$ cat src/rtl/pc_sequencer.sv
// pc_sequencer
//
// Fetch-side program-counter controller. Owns the PC register, issues
// instruction-memory requests through a req/ack handshake, and applies
// traps, redirects, stalls and halt/resume. Every accepted fetch is
// reported downstream as a one-cycle registered pulse.
//
// Ports:
//   clk            system clock, all state updates on the rising edge
//   reset          asynchronous active-low reset
//   start          leave IDLE/HALTED and begin fetching
//   stall          downstream cannot accept instructions
//   halt           stop fetching after the current cycle
//   redirect_valid load redirect_pc as the next fetch address
//   redirect_pc    branch/jump target
//   trap           fetch from TRAP_VEC next, saving the current PC in epc
//   imem_req       fetch request (high only in FETCH)
//   imem_addr      fetch address (always equals pc)
//   imem_ack       memory accepts the request; transfer = imem_req && imem_ack
//   pc             current fetch address register
//   fetch_valid    one-cycle pulse, one per accepted fetch
//   fetch_pc       address of the fetch flagged by fetch_valid
//   epc            PC captured at the most recent trap
//   state          IDLE=0, FETCH=1, STALL=2, HALTED=3
module pc_sequencer #(
  parameter int                     PC_WIDTH  = 32,
  parameter logic [PC_WIDTH-1:0]    RESET_VEC = '0,
  parameter logic [PC_WIDTH-1:0]    TRAP_VEC  = PC_WIDTH'(32'h100),
  parameter logic [PC_WIDTH-1:0]    INCR      = PC_WIDTH'(1)
) (
  input  logic                clk,
  input  logic                reset,
  input  logic                start,
  input  logic                stall,
  input  logic                halt,
  input  logic                redirect_valid,
  input  logic [PC_WIDTH-1:0] redirect_pc,
  input  logic                trap,
  output logic                imem_req,
  output logic [PC_WIDTH-1:0] imem_addr,
  input  logic                imem_ack,
  output logic [PC_WIDTH-1:0] pc,
  output logic                fetch_valid,
  output logic [PC_WIDTH-1:0] fetch_pc,
  output logic [PC_WIDTH-1:0] epc,
  output logic [1:0]          state
);

  localparam logic [1:0] IDLE   = 2'd0;
  localparam logic [1:0] FETCH  = 2'd1;
  localparam logic [1:0] STALL  = 2'd2;
  localparam logic [1:0] HALTED = 2'd3;

  logic [1:0]          state_reg,       state_next;
  logic [PC_WIDTH-1:0] pc_reg,          pc_next;
  logic [PC_WIDTH-1:0] epc_reg,         epc_next;
  logic                fetch_valid_reg, fetch_valid_next;
  logic [PC_WIDTH-1:0] fetch_pc_reg,    fetch_pc_next;
  logic                transfer;

  // A handshake only counts while requesting; acks in other states are ignored.
  assign transfer = (state_reg == FETCH) && imem_ack;

  always_comb begin
    state_next       = state_reg;
    pc_next          = pc_reg;
    epc_next         = epc_reg;
    fetch_valid_next = 1'b0;
    fetch_pc_next    = fetch_pc_reg;

    case (state_reg)
      IDLE: begin
        if (trap) begin
          epc_next   = pc_reg;
          pc_next    = TRAP_VEC;
          state_next = FETCH;
        end else if (start) begin
          state_next = FETCH;
        end
      end

      FETCH: begin
        // Trap and redirect discard any coincident transfer: the fetched
        // word belongs to a path that is being abandoned.
        if (trap) begin
          epc_next = pc_reg;
          pc_next  = TRAP_VEC;
        end else if (redirect_valid) begin
          pc_next = redirect_pc;
        end else if (transfer) begin
          fetch_valid_next = 1'b1;
          fetch_pc_next    = pc_reg;
          pc_next          = pc_reg + INCR;  // wraps modulo 2^PC_WIDTH
          if (halt)       state_next = HALTED;
          else if (stall) state_next = STALL;
        end else if (halt) begin
          state_next = HALTED;
        end else if (stall) begin
          state_next = STALL;
        end
      end

      STALL: begin
        // A trap/redirect while stalled retargets the PC but keeps the stall.
        if (trap) begin
          epc_next = pc_reg;
          pc_next  = TRAP_VEC;
        end else if (redirect_valid) begin
          pc_next = redirect_pc;
        end else if (halt) begin
          state_next = HALTED;
        end else if (!stall) begin
          state_next = FETCH;
        end
      end

      HALTED: begin
        if (trap) begin
          epc_next   = pc_reg;
          pc_next    = TRAP_VEC;
          state_next = FETCH;
        end else if (redirect_valid) begin
          pc_next = redirect_pc;
        end else if (start) begin
          state_next = FETCH;
        end
      end

      default: state_next = IDLE;
    endcase
  end

  always_ff @(posedge clk or negedge reset) begin
    if (!reset) begin
      state_reg       <= IDLE;
      pc_reg          <= RESET_VEC;
      epc_reg         <= '0;
      fetch_valid_reg <= 1'b0;
      fetch_pc_reg    <= '0;
    end else begin
      state_reg       <= state_next;
      pc_reg          <= pc_next;
      epc_reg         <= epc_next;
      fetch_valid_reg <= fetch_valid_next;
      fetch_pc_reg    <= fetch_pc_next;
    end
  end

  assign imem_req    = (state_reg == FETCH);
  assign imem_addr   = pc_reg;
  assign pc          = pc_reg;
  assign epc         = epc_reg;
  assign fetch_valid = fetch_valid_reg;
  assign fetch_pc    = fetch_pc_reg;
  assign state       = state_reg;

endmodule

$ cat config.mk
export PLATFORM = sky130hd
export DESIGN_NAME = pc_sequencer
export DESIGN_NICKNAME = d
export VERILOG_FILES = /design/src/rtl/pc_sequencer.sv
export SDC_FILE = /design/constraint.sdc
export NUM_CORES = 1
export LEC_CHECK = 0
export ABC_AREA = 0
export CAP_MARGIN = 20
export CORE_UTILIZATION = 64
export DETAILED_ROUTE_END_ITERATION = 10
export DONT_BUFFER_PORTS = 1
export PLACE_DENSITY_LB_ADDON = 0.08
export SKIP_CTS_REPAIR_TIMING = 1
export SLEW_MARGIN = 10
export SYNTH_ARGS = -nofsm -noshare
export SYNTH_HDL_FRONTEND = slang
export SYNTH_SLANG_ARGS = --single-unit
export TNS_END_PERCENT = 20
$ cat constraint.sdc
create_clock -name clk -period 2.7 [get_ports clk]
set_clock_uncertainty 0.1 [all_clocks]
set_input_delay 0.405 -clock clk [delete_from_list [all_inputs] [get_ports clk]]
set_output_delay 0.405 -clock clk [all_outputs]
set_load 0.01 [all_outputs]
==> impl_metrics.yaml, run 1 <==
cts:
  clk_pin_slew_ns: 0.10
  cts_root_buf: "clkbuf_8"
  cts_tree: "yes"
  cts_made_buffers: 9
  cts_max_level: 3
  cts_sinks: 99
  insertion_delay_ns: 0.37
  clk_path_buf_depth: 2
global_routing:
  grt_pass1_wl_mm: 19.31
  grt_max_degree: 100
  antenna_found_initial: 1
  globalRouteOverflowTotal: 0
  grt_usage_pct: 29.95
  first_global_vias: 3674
critical_path:
  startpoint_type: "flip-flop"
  worstRegToRegCells: 5
  path_class: "flip-flop to flip-flop"
  cp_top_family: "simple AND/OR/NAND/NOR gates"
  required_ns: 2.86
  rr_endpoint: "epc[22]"
  endpoint_kind: "flip-flop"
  cp.arrival_ns: 2.60
  critPathMaxStageDelay_ns: 0.75
  crit_chain: "inv_1 > ha_1 > nor3_1 > nor2_4 > mux2_2"
  reg2reg_from: "state[1]"
  reg2reg_slack_ns: 0.26
  crit_fanout: 37
  crit_buf_inv: 1
  crit_slowest_cell: "nor2_4"
detailed_routing:
  routed_wl_mm: 11.64
  drtIter0Drc: 248
  wl_per_cell_um: 21.47
  num_vias: 3587
  drc: 0
  ant_nets: 0
  routed_via_density: 6.618
  drtPass1Iterations: 5
synth:
  synth_cells: 465
  synth-edff-count: 0
  synth.yosys.warnings: 0
  synthFlopType: "dfrtp_1"
  synth_fp_nets: 510
  async_flop_share_pct: 100.0
  synth_seq_area_share_pct: 48.84
  syn_area_per_cell_um2: 10.91
  synth_area_um2: 5072
  ys_ff_latch: 99
  ys_types: 51
power_and_ir_drop:
  power_density_nw_per_um2: 1029
  vdd_drop_max_v: 0.0006695
  leakage_nw: 2.370
timing:
  worst_pin_slew_ns: 0.9742
  period_minus_slack_ns: 2.444
  rsz0062_at_grt: "no"
  hold_slack_ns: -0.3826
  fmax_ghz: 0.4092
  max_slew_margin_pct: 34.90
  hold_viol: 99
  slew_violations: 0
  setup_viol: 0
  tns_ns: 0
  final.period_utilization_pct: 90.51
floorplan:
  initial_core_util_pct: 65.98
  die-area_um2: 8286
  die_w_um: 91.03
  ios: 172
  die_h_um: 91.03
  fp-row-count: 32
  design.core.area_um2: 7687
final_layout:
  final_cell_mix: "dfrtp_1 (99), mux2_2 (61), nand2_1 (30)"
  nFillCells: 602
  syn_to_final_growth_pct: 2.220
  drive_above_1_share_pct: 24.15
  layout.nets: 479
  final_common_cell: "dfrtp_1"
outcome:
  violations: "negative hold slack"
  outcome: "finished, violations left"
job:
  maxCapViolations: 0
worst_hold_path:
  hold_path_class: "input pin to async pin"
placed_design:
  routabilityCongestion: 0.8441
  port_buffers: 0
  dp_hpwl_mm: 7.862
[cell usage after synthesis, types with 11 or more instances]
cell type / count / area share, %
a21oi_1: 12 / 1.2
xor2_1: 11 / 1.9
nand4_1: 11 / 1.4
nand2_1: 30 / 2.2
dfrtp_1: 99 / 49
buf_4: 32 / 4.7
nand3_1: 18 / 1.8
o21ai_0: 19 / 1.9
mux2_2: 61 / 14
buf_2: 13 / 1.3
nor2_1: 25 / 1.9
[worst reg2reg max path: stages (launching register included)]
cell	delay, ns
dfrtp_1	0.47
inv_1	0.12
ha_1	0.32
nor3_1	0.14
nor2_4	0.75
mux2_2	0.43
[how the worst max path moves through the flow]
stage / startpoint / to / cells past startpoint
4_1_cts: state[0] / epc[20] / 6
3_5_place_dp: state[0] / epc[22] / 6
2_1_floorplan: state[0] / imem_addr[30] / 9
6_report: state[1] / epc[22] / 5
3_3_place_gp: state[0] / epc[6] / 6
5_1_grt: state[1] / imem_addr[19] / 8
[logic make-up after synthesis]
kind of cell    after synthesis  share of synthesized area [%]
simple gates                140                          16.26
fa+ha+maj                     5                          1.233
buf+inv                      65                          7.499
mux                          62                          13.74
flops                        99                          48.84
xor+xnor                     14                          2.417
compound gates               80                          10.02
[stage by stage]
stage                     cell area (µm²)  utilization, %  std cells  setup WS, ns  power, mW
after floorplan                      5072               -        465        0.5478      4.102
after global placement               4982           64.81        525        0.2235      4.337
after detailed placement             4982           64.81        525        0.1566      4.427
after CTS                            5177           67.35        541        0.1442      5.359
after global routing                 5185           67.45        542       0.05072      5.661
final                                5185           67.45        542        0.2563      5.336
[final cells by class]
cell class                 instances  area, µm²  share of cell area, %
tap                              102      127.6                  2.461
antenna                            1      2.502                0.04826
sequential                        99       2477                  47.78
clock inverter                     5      43.79                 0.8446
timing repair buffer              14      105.1                  2.027
multi-input combinational        301       2243                  43.27
clock buffer                      11      151.4                  2.920
inverter                           9      33.78                 0.6515
[routing by layer]
layer / vias to the layer above / routed length, µm / track usage [%]
met4: 0 / 264 / 12.17
met5: - / 0 / 0
met3: 23 / 904 / 7.035
li1: 1579 / - / -
met2: 181 / 5471 / 46.28
met1: 1804 / 4998 / 40.94
[power by group]
| part | total (mW) | internal [mW] | switching (mW) |
|---|---|---|---|
| combinational | 1.57 | 0.714 | 0.857 |
| sequential | 2.83 | 2.00 | 0.831 |
| clock | 0.935 | 0.399 | 0.536 |
| total | 5.34 | 3.11 | 2.22 |
Power figures use the tool's default switching activity.
==> run 2: changes to the inputs <==
- ABC_AREA: 0 -> unset
- PLACE_DENSITY: unset -> 0.79
- PLACE_DENSITY_LB_ADDON: 0.08 -> unset
==> impl_metrics.yaml, run 2 (synthesis gave the netlist of run 1 again) <==
outcome:
  outcome: "finished, violations left"
  violations: "negative hold slack"
final_layout:
  final_common_cell: "dfrtp_1"
  layout.nets: 480
  finish.instance_area_um2: 5204
  diodes: 0
  drive_above_1_share_pct: 24.09
  syn_to_final_growth_pct: 2.590
  final_cell_mix: "dfrtp_1 (99), mux2_2 (61), nand2_1 (30)"
  utilization_pct: 67.69
timing:
  worst_pin_slew_ns: 0.9584
  fmax_ghz: 0.4004
  final.period_utilization_pct: 92.50
  hold_slack_ns: -0.3816
  setup_viol: 0
  max_slew_margin_pct: 35.95
  period_minus_slack_ns: 2.497
  hold_viol: 99
  tns_ns: 0
  rsz0062_at_grt: "no"
  slew_violations: 0
power_and_ir_drop:
  leakage_nw: 2.386
  p_int_mw: 3.183
  p_clk_share_pct: 18.5
  power_mw: 5.385
  p_sw_share_pct: 40.89
  switchingPower_mw: 2.202
  power_density_nw_per_um2: 1035
  combPwrFrac_pct: 28.6
  seqPwrFrac_pct: 52.9
  vdd_drop_max_v: 0.0006647
detailed_routing:
  num_vias: 3553
  drc: 0
  wl_met2_mm: 5.480
  routed_wl_mm: 11.50
  drtPass1Iterations: 4
  ant_nets: 0
  routed_via_density: 6.555
  wl_per_cell_um: 21.21
  wl_met3_um: 997
  drtIter0Drc: 252
  wl_met1_mm: 4.823
  routed.top_layer: "met4"
cts:
  insertion_delay_ns: 0.37
  clk_pin_slew_ns: 0.09
  clk_path_buf_depth: 2
  cts_sinks: 99
  cts_max_level: 3
  cts_tree: "yes"
  cts_made_buffers: 9
  cts_root_buf: "clkbuf_8"
global_routing:
  antenna_found_initial: 0
  first_global_vias: 3475
  grt_max_degree: 100
  globalRouteOverflowTotal: 0
  grt_usage_pct: 28.92
  grt_pass1_wl_mm: 18.70
floorplan:
  initial_core_util_pct: 65.98
  die_h_um: 91.03
  design.core.area_um2: 7687
  die-area_um2: 8286
  ios: 172
  die_w_um: 91.03
  fp-row-count: 32
placed_design:
  placed_cell_area_um2: 4990
  port_buffers: 0
  routabilityCongestion: 0.8645
  dp_hpwl_mm: 7.877
critical_path:
  cp.arrival_ns: 2.65
  startpoint_type: "flip-flop"
  crit_fanout: 37
  endpoint_kind: "flip-flop"
  path_class: "flip-flop to flip-flop"
  required_ns: 2.85
worst_hold_path:
  hold_path_class: "input pin to async pin"
job:
  maxCapViolations: 0
## run 2: changes by cell type in the layout (fill, tap and decap cells not counted)
cell and change:
inv_8 -1, inv_6 -1, bufinv_16 +1, diode_2 -1, clkinvlp_4 -1, or2_1 +1
clkinv_2 +1, clkinv_4 +1, buf_4 +1, or2_4 -1
## run 2: metal layers
metal | track usage, % | vias to the layer above
met5 | 0 | -
met4 | 11.64 | 0
met3 | 6.784 | 16
met2 | 43.62 | 190
met1 | 40.56 | 1761
li1 | - | 1586
## run 2: worst paths after layout
kind                       cells past startpoint  slack, ns            start       endpoint
min reg2reg                                    2       0.46           epc[4]         epc[4]
max                                            6       0.20         state[0]         epc[1]
max in group asynchronous                      0       2.73            reset  imem_addr[17]
min                                            0      -0.38            reset   fetch_pc[31]
max reg2reg                                    6       0.20         state[0]         epc[1]
min in group clk                               2       0.05  redirect_pc[13]  imem_addr[13]
## run 2: worst max-delay path: stages, from the launching register on
cell	delay, ns
dfrtp_1	0.46
inv_1	0.14
ha_2	0.24
or2_1	0.19
nor3_1	0.09
nor2_4	0.73
mux2_2	0.41
## run 2: metrics by stage
stage               hold WS (ns)  setup WS (ns)  std cells
global placement         0.01160         0.2560        526
floorplan               0.009409         0.5478        465
finish                   -0.3816         0.2026        542
detailed placement       0.01119         0.1592        526
CTS                      -0.3920         0.1458        542
global route             -0.3950        0.04188        542
## run 2: layout make-up
type                            count  area [µm²]
Clock inverter                      5       60.06
Inverter                            9       33.78
Fill cell                         588        2484
Multi-Input combinational cell    301        2241
Clock buffer                       11       151.4
Timing Repair Buffer               15       112.6
Tap cell                          102       127.6
Sequential cell                    99        2477
## run 2: power groups by stage
stage	clock, mW	combinational (mW)	sequential (mW)
floorplan	0	1.41	2.69
global placement	0	1.47	2.86
detailed placement	0	1.53	2.89
CTS	1.02	1.54	2.86
global route	1.07	1.70	2.93
finish	0.996	1.54	2.85
